--- config.mk ---
export PLATFORM = sky130hd
export DESIGN_NAME = adder_arbiter
export DESIGN_NICKNAME = d
export VERILOG_FILES = /design/src/rtl/adder_arbiter.sv
export SDC_FILE = /design/constraint.sdc
export NUM_CORES = 1
export LEC_CHECK = 0
export BUFFER_PORTS_ARGS = -buffer_cell sky130_fd_sc_hd__buf_2
export CAP_MARGIN = 10
export CORE_ASPECT_RATIO = 0.6
export CORE_UTILIZATION = 30
export CTS_BUF_LIST = sky130_fd_sc_hd__clkbuf_4 sky130_fd_sc_hd__clkbuf_8 sky130_fd_sc_hd__clkbuf_16
export DETAILED_ROUTE_END_ITERATION = 8
export HOLD_SLACK_MARGIN = 0.03
export PLACE_DENSITY = 0.59
export REMOVE_ABC_BUFFERS = 1
export SLEW_MARGIN = 0
export SYNTH_ARGS = -nofsm -noshare
export SYNTH_HDL_FRONTEND = slang
export SYNTH_SLANG_ARGS = --single-unit
--- constraint.sdc ---
create_clock -name clock -period 4.8 [get_ports clock]
set_input_delay 0.24 -clock clock [delete_from_list [all_inputs] [get_ports clock]]
set_output_delay 0.24 -clock clock [all_outputs]
set_load 0.03 [all_outputs]
--- src/rtl/adder_arbiter.sv ---
// adder_arbiter: one shared WIDTH-bit add/sub unit, round-robin
// arbitrated between NUM_REQ requesters, with a single result register.
module adder_arbiter #(
   parameter int  WIDTH   = 32,
   parameter int  NUM_REQ = 4,
   localparam int IDW     = $clog2(NUM_REQ)
) (
   input  logic                     clock,
   input  logic                     reset,
   input  logic [NUM_REQ-1:0]       req,
   input  logic [NUM_REQ*WIDTH-1:0] op_a,
   input  logic [NUM_REQ*WIDTH-1:0] op_b,
   input  logic [NUM_REQ-1:0]       sub,
   output logic [NUM_REQ-1:0]       grant,
   output logic                     rsp_valid,
   input  logic                     rsp_ready,
   output logic [IDW-1:0]           rsp_id,
   output logic [WIDTH-1:0]         rsp_sum,
   output logic                     rsp_cout,
   output logic                     rsp_ovf
);

   logic [IDW-1:0]   ptr_q, ptr_d;
   logic             valid_q, valid_d;
   logic [IDW-1:0]   id_q, id_d;
   logic [WIDTH-1:0] sum_q, sum_d;
   logic             cout_q, cout_d;
   logic             ovf_q, ovf_d;

   logic             free;
   logic             win_found;
   logic [IDW-1:0]   win_idx;
   logic             grant_en;

   logic [WIDTH-1:0] a_sel;
   logic [WIDTH-1:0] b_sel;
   logic             s_sel;
   logic [WIDTH-1:0] b_mod;
   logic [WIDTH:0]   full;
   logic             ovf_c;

   // Round-robin search: first pending request at or above ptr, wrapping.
   always_comb begin
      int idx;
      idx       = 0;
      win_found = 1'b0;
      win_idx   = '0;
      for (int k = 0; k < NUM_REQ; k++) begin
         idx = int'(ptr_q) + k;
         if (idx >= NUM_REQ) begin
            idx = idx - NUM_REQ;
         end
         if (!win_found && req[idx]) begin
            win_found = 1'b1;
            win_idx   = IDW'(idx);
         end
      end
   end

   // Grant only when the result slot can take a new value this cycle.
   always_comb begin
      free     = !valid_q || rsp_ready;
      grant_en = free && !reset && win_found;
      grant    = '0;
      if (grant_en) begin
         grant = NUM_REQ'(1) << win_idx;
      end
   end

   // Operand select for the winning requester.
   always_comb begin
      a_sel = '0;
      b_sel = '0;
      s_sel = 1'b0;
      for (int i = 0; i < NUM_REQ; i++) begin
         if (win_idx == IDW'(i)) begin
            a_sel = op_a[i*WIDTH +: WIDTH];
            b_sel = op_b[i*WIDTH +: WIDTH];
            s_sel = sub[i];
         end
      end
   end

   // Shared adder: subtract as A + ~B + 1, carry-out doubles as no-borrow.
   always_comb begin
      b_mod = s_sel ? ~b_sel : b_sel;
      full  = {1'b0, a_sel}
            + {1'b0, b_mod}
            + {{WIDTH{1'b0}}, s_sel};
      ovf_c = (a_sel[WIDTH-1] == b_mod[WIDTH-1])
           && (full[WIDTH-1] != a_sel[WIDTH-1]);
   end

   // Next state: a new grant loads, an accept without grant clears valid.
   always_comb begin
      ptr_d   = ptr_q;
      valid_d = valid_q;
      id_d    = id_q;
      sum_d   = sum_q;
      cout_d  = cout_q;
      ovf_d   = ovf_q;
      if (grant_en) begin
         valid_d = 1'b1;
         id_d    = win_idx;
         sum_d   = full[WIDTH-1:0];
         cout_d  = full[WIDTH];
         ovf_d   = ovf_c;
         if (win_idx == IDW'(NUM_REQ-1)) begin
            ptr_d = '0;
         end else begin
            ptr_d = win_idx + IDW'(1);
         end
      end else if (valid_q && rsp_ready) begin
         valid_d = 1'b0;
      end
   end

   // State registers; reset drops any pending result without handshake.
   always_ff @(posedge clock) begin
      if (reset) begin
         ptr_q   <= '0;
         valid_q <= 1'b0;
         id_q    <= '0;
         sum_q   <= '0;
         cout_q  <= 1'b0;
         ovf_q   <= 1'b0;
      end else begin
         ptr_q   <= ptr_d;
         valid_q <= valid_d;
         id_q    <= id_d;
         sum_q   <= sum_d;
         cout_q  <= cout_d;
         ovf_q   <= ovf_d;
      end
   end

   assign rsp_valid = valid_q;
   assign rsp_id    = id_q;
   assign rsp_sum   = sum_q;
   assign rsp_cout  = cout_q;
   assign rsp_ovf   = ovf_q;

endmodule

* Word-level counts from Yosys, hierarchy flattened *
Index checks and enable logic that the tools add are counted.

cells by class
  bitwise operators = 1
  order comparisons = 8
  reduce and logical (&&, ||, !) cells = 15
  add/sub/neg operators = 10
  multiplexer cells = 41
  shifts and indexed selects = 1
  equality and inequality tests = 5

operator list
  operator             number
  $mux 32              13
  $lt 32x4->1 const B  4
  $add 32x32->33       1
  $add 33x1->33        1
  $not 32->32          1
  $mux 1               18
  $sub 3x3->4 const B  3
  $mux 2               5
  $ge 3x3->1 const B   3
  $bmux 1 s2           4
  $logic_and 1x1->1    7
  $add 2x2->3 const B  2
  $logic_not 1->1      5
  $eq 2x2->1 const B   2
  $mux 4               1
  $shl 1x2->4 const A  1
  $sub 2x3->4 const B  1
  $add 2x1->3 const B  1
  $ge 2x3->1 const B   1
  $add 2x1->2 const B  1
  $eq 2x1->1 const B   1
  $logic_not 2->1      1
  $reduce_bool 2->1    1
  $eq 1x1->1           1
  other kinds (2)      2

word-level totals
  input port bits = 267
  logic and storage cells = 87
  register bits after elaboration = 39

* Depth between registers and ports, before layout *
  depth in word-level cells = 26
  gate-level depth with buffers = 26

* Worst setup path before layout *
OpenSTA, ideal clock, no wires.

  path type = flip-flop to flip-flop
  from = register ptr_q[1]
  to = register sum_q[22] (netlist: rsp_sum[22])
  cell stages (with the launch flop) = 27
  arrival time = 4.517 ns
  slack = 0.158 ns
  library setup time = 0.126 ns
  buffers on the path = 4
  cells stage by stage = dfxtp_1 > inv_1 > a22oi_1 > o22ai_1 > a31oi_1 > nand2b_1 > inv_1 > ha_1 > buf_2 > clkbuf_1 > clkbuf_1 > nor2_1 > a21oi_1 > nor2_1 > a21oi_1 > o21ai_0 > ha_1 > buf_2 > a211oi_1 > nor2_1 > o311ai_2 > nand3_1 > or2_1 > a31o_2 > a311oi_2 > xor2_1 > o21ai_1

on the way
  word-level cells in the longest chain between the ends = 24
  elaborated cells between the ends (all ways) = 62
  those cells by class = add/sub: 9; order compare: 4; eq/ne: 3; mux: 37; bitwise: 1; reduce/logical: 8

RTL lines
  what                                                  RTL line  RTL
  start: declaration                                    23        logic [IDW-1:0] ptr_q, ptr_d;
  start signal: assignment                              128       ptr_q <= ptr_d;
  branches (longest 14 deep; another with $sub 3x3->4)  -
  $mux 2 *                                              53        if (!win_found && req[idx]) begin
  named net win_idx[0]                                  32        logic [IDW-1:0] win_idx;
  $logic_not 2->1                                       76        if (win_idx == IDW'(i)) begin
  $mux 32 (4 in a row)                                  76
  $not 32->32                                           86        b_mod = s_sel ? ~b_sel : b_sel;
  $mux 32                                               86
  $add 32x32->33                                        88        + {1'b0, b_mod}
  $add 33x1->33 *                                       89        + {{WIDTH{1'b0}}, s_sel};
  end signal: assignment                                131       sum_q <= sum_d;
  end: declaration                                      26        logic [WIDTH-1:0] sum_q, sum_d;

Mark *: on every way through the listed nets, which the timed path passes. The select of a mux whose other input is x is not followed.
A chain may end at the register's enable or synchronous reset.

* Worst setup path after layout *
  from = register ptr_q[1]
  to = register sum_q[21] (netlist: rsp_sum[21])

on the way
  word-level cells in the longest chain between the ends = 24
  elaborated cells between the ends (all ways) = 62
  those cells by class = add/sub: 9; order compare: 4; eq/ne: 3; mux: 37; bitwise: 1; reduce/logical: 8

RTL lines
  what
  branches (longest 24 deep; another with $sub 3x3->4)

Parallel ways; which one is timed is not known. The select of a mux whose other input is x is not followed.

==> flow_summary.json <==
{
  "grt_overflow": 0,
  "whs_ns": 0.216,
  "cts.clk_slew.worst_paths_ns": 0.06,
  "cts_buffer_depth": 2,
  "synth_cells": 939,
  "nNetsFinal": 1598,
  "fin_crit_sh_pct": 95.4,
  "layout_commonest_cell": "buf_2",
  "cp.depth": 23,
  "synth-edff-count": 0,
  "drive_gt1_share_pct": 36.8,
  "drt_iter0_drc": 456,
  "powerDensity_nw_per_um2": 825,
  "hold_viol_final": 0,
  "numCtsBuffers": 5,
  "cts_tree": "done",
  "endpoint": "rsp_sum[21]$_SDFFE_PP0P_",
  "vias": 7570,
  "r2r_slack_ns": 0.22,
  "required_ns": 4.94,
  "route.met2.wl_mm": 9.17,
  "syn_to_final_growth_pct": 50.1,
  "grtUsageTotal_pct": 21.4,
  "max_freq_ghz": 0.218,
  "holdBufCountCts": 0,
  "timing.rr.end": "rsp_sum[21]$_SDFFE_PP0P_",
  "core_area_um2": 18300,
  "diodes": 0,
  "wl_mm": 22.0,
  "ys_ff_latch": 39,
  "critPathMaxStageDelay_ns": 0.44,
  "place.gp.congestion": 0.870,
  "die_w_um": 180,
  "r2r_start": "ptr_q[1]$_SDFFE_PP0P_",
  "hold_path.class": "in2reg",
  "cp.arrival_ns": 4.72,
  "synthesis.area_um2": 5680,
  "start_util_pct": 31.0,
  "total_leakage_power_uw": 0.00422,
  "wl_per_cell_um": 14.4,
  "met1_length_mm": 11.3,
  "drv_cap": 0,
  "status": "finished with violations",
  "cp_top_family": "compound AO/OA/AOI/OAI gates",
  "cp-end-kind": "register",
  "worst_r2r_path_depth": 23,
  "io_pins": 308,
  "clockRootBuffer": "clkbuf_16",
  "finalClockSkew_ns": 0.00783,
  "synth_cell_types": 65,
  "maxSlewViolCount": 0,
  "start_kind": "register",
  "routed-wl-met3_mm": 1.44,
  "yosysWarnings": 0,
  "min_period_ns": 4.58,
  "grt_max_degree": 65,
  "finalSetupViolCount": 0,
  "firstDrtPassIters": 7,
  "numPortBuffers": 307,
  "syn_avg_cell_area_um2": 6.05,
  "relSlewSlack_pct": 44.2,
  "worstPathMaxFanout": 10,
  "grt_pass1_vias": 6536,
  "crit_path_top_delay_cell": "a2111oi_4",
  "top_layer": "met4",
  "grt_pass1_wl_mm": 33.6,
  "dieArea_um2": 19500,
  "ir_drop_mv": 0.284,
  "row_count": 38,
  "worst_pin_slew_ns": 0.838,
  "path_cells": "inv_1, a22oi_1, o22ai_1, a31oi_1, nand2b_1, buf_4, ha_4, buf_4, nand3b_1, a31oi_4, buf_6, buf_4, xor2_1, ha_1, buf_4, a2111oi_4, nor3_2, and3_1, a21bo_1, o21ai_2, o31ai_4, xnor2_1, o21ai_1",
  "drc_errors": 20,
  "viasPerCell": 4.93,
  "h-tree-depth": 2,
  "critPathLaunch": "ptr_q[1]$_SDFFE_PP0P_",
  "ys.flop_type": "dfxtp_1",
  "dp_hpwl_mm": 17.7,
  "worstSkewPairLatency_ns": 0.29,
  "failed_checks": "design-rule violations",
  "ant_nets": 0,
  "cts.sinks": 39,
  "cpMostUsedCell": "buf_4",
  "antenna_found_initial": 0,
  "yosysSeqAreaShare_pct": 13.8,
  "die_h_um": 109,
  "async_flop_share_pct": 0,
  "fillerInstances": 1918,
  "fin_setup_tns_ns": 0,
  "crit_buf_inv": 6,
  "final_cell_mix": "307 x buf_2, 148 x a21oi_1, 147 x nand2_1, 143 x nor2_1, 103 x buf_4",
  "worst-setup-path-type": "reg2reg"
}
-- power breakdown --
group | switching (uW) | internal (uW) | leakage [uW] | total [uW]
sequential | 61.1 | 467 | 0.000325 | 528
clock | 145 | 203 | 0.0000727 | 348
combinational | 3390 | 2770 | 0.00382 | 6160
total | 3590 | 3440 | 0.00422 | 7030
-- through the flow --
stage                     util, %  instance area, um^2  total power [uW]  setup slack (ns)  cells
after floorplan                 -                 5400              4190             -2.83    867
after global placement       44.1                 8070              6280            -0.101   1511
after detailed placement     44.1                 8070              6320            -0.224   1511
after CTS                    45.4                 8300              6770           0.00636   1525
after global routing         46.6                 8520              7670           -0.0285   1535
final                        46.6                 8520              7030             0.223   1535
-- flip-flops by register name, indices dropped and copies added, names as in the netlist --
register   cells
ptr_q          2
rsp_cout       1
rsp_id         2
rsp_ovf        1
rsp_valid      1
rsp_sum       32
-- kinds of logic after synthesis --
family	after synthesis	share of synthesized area [%]
mux	4	0.793
buf+inv	80	5.51
simple gates	390	29.6
compound gates	335	33.8
fa+ha+maj	36	8.07
xor+xnor	55	8.48
flops	39	13.8
-- Yosys cell counts (4+ instances only) --
cell      count  area [um^2]
xnor2_1      13          114
ha_1         35          438
nand3b_1      4         30.0
o21ai_0     100          500
o21ai_1      13         65.1
nand2b_1      6         37.5
nand3_1      44          220
nand4_1       7         43.8
dfxtp_1      39          781
a211oi_1      8         60.1
nor2_1      144          541
and2_1        4         25.0
a21oi_1     148          741
inv_1         6         22.5
buf_2         6         30.0
o22ai_1       4         25.0
o21a_1        6         45.0
a31oi_1       9         56.3
a21o_1       16          120
nand2_1     147          552
buf_1        17         63.8
or2_2         4         25.0
xor2_1       42          368
clkbuf_1     47          176
nor3_1        8         40.0
or3_1         4         25.0
-- layer usage --
metal | vias to the layer above | GRT usage, %
met5 | - | 0
met1 | 3324 | 31.7
met4 | 0 | 2.34
met3 | 7 | 3.54
li1 | 4006 | -
met2 | 233 | 33.0
-- what timing repair did --
item	4_1_cts	5_1_grt
pin swaps	1	15
endpoints found under the setup margin	13	20
gates resized for setup	8	29
buffers inserted	7	9
gates cloned	0	1
-- worst min-delay path by stage --
| stage | cells after the start | from | slack [ns] | endpoint |
|---|---|---|---|---|
| 2_1_floorplan | 1 | reset | 0.31 | rsp_id[0]$_SDFFE_PP0P_ |
| 3_3_place_gp | 2 | rsp_sum[13]$_SDFFE_PP0P_ | 0.44 | rsp_sum[13]$_SDFFE_PP0P_ |
| 3_5_place_dp | 2 | rsp_sum[13]$_SDFFE_PP0P_ | 0.45 | rsp_sum[13]$_SDFFE_PP0P_ |
| 4_1_cts | 2 | reset | 0.21 | rsp_id[0]$_SDFFE_PP0P_ |
| 5_1_grt | 2 | reset | 0.23 | rsp_id[0]$_SDFFE_PP0P_ |
| 6_report | 2 | reset | 0.22 | rsp_id[0]$_SDFFE_PP0P_ |
-- final cells by class --
cell class	count	area, um^2	area share (%)
Clock inverter	1	5.00	0.0587
Timing Repair Buffer	421	2500	29.3
Clock buffer	6	139	1.63
Tap cell	240	300	3.52
Multi-Input combinational cell	820	4770	55.9
Inverter	8	30.0	0.352
Sequential cell	39	785	9.20
(Power assumes the default switching activity.)
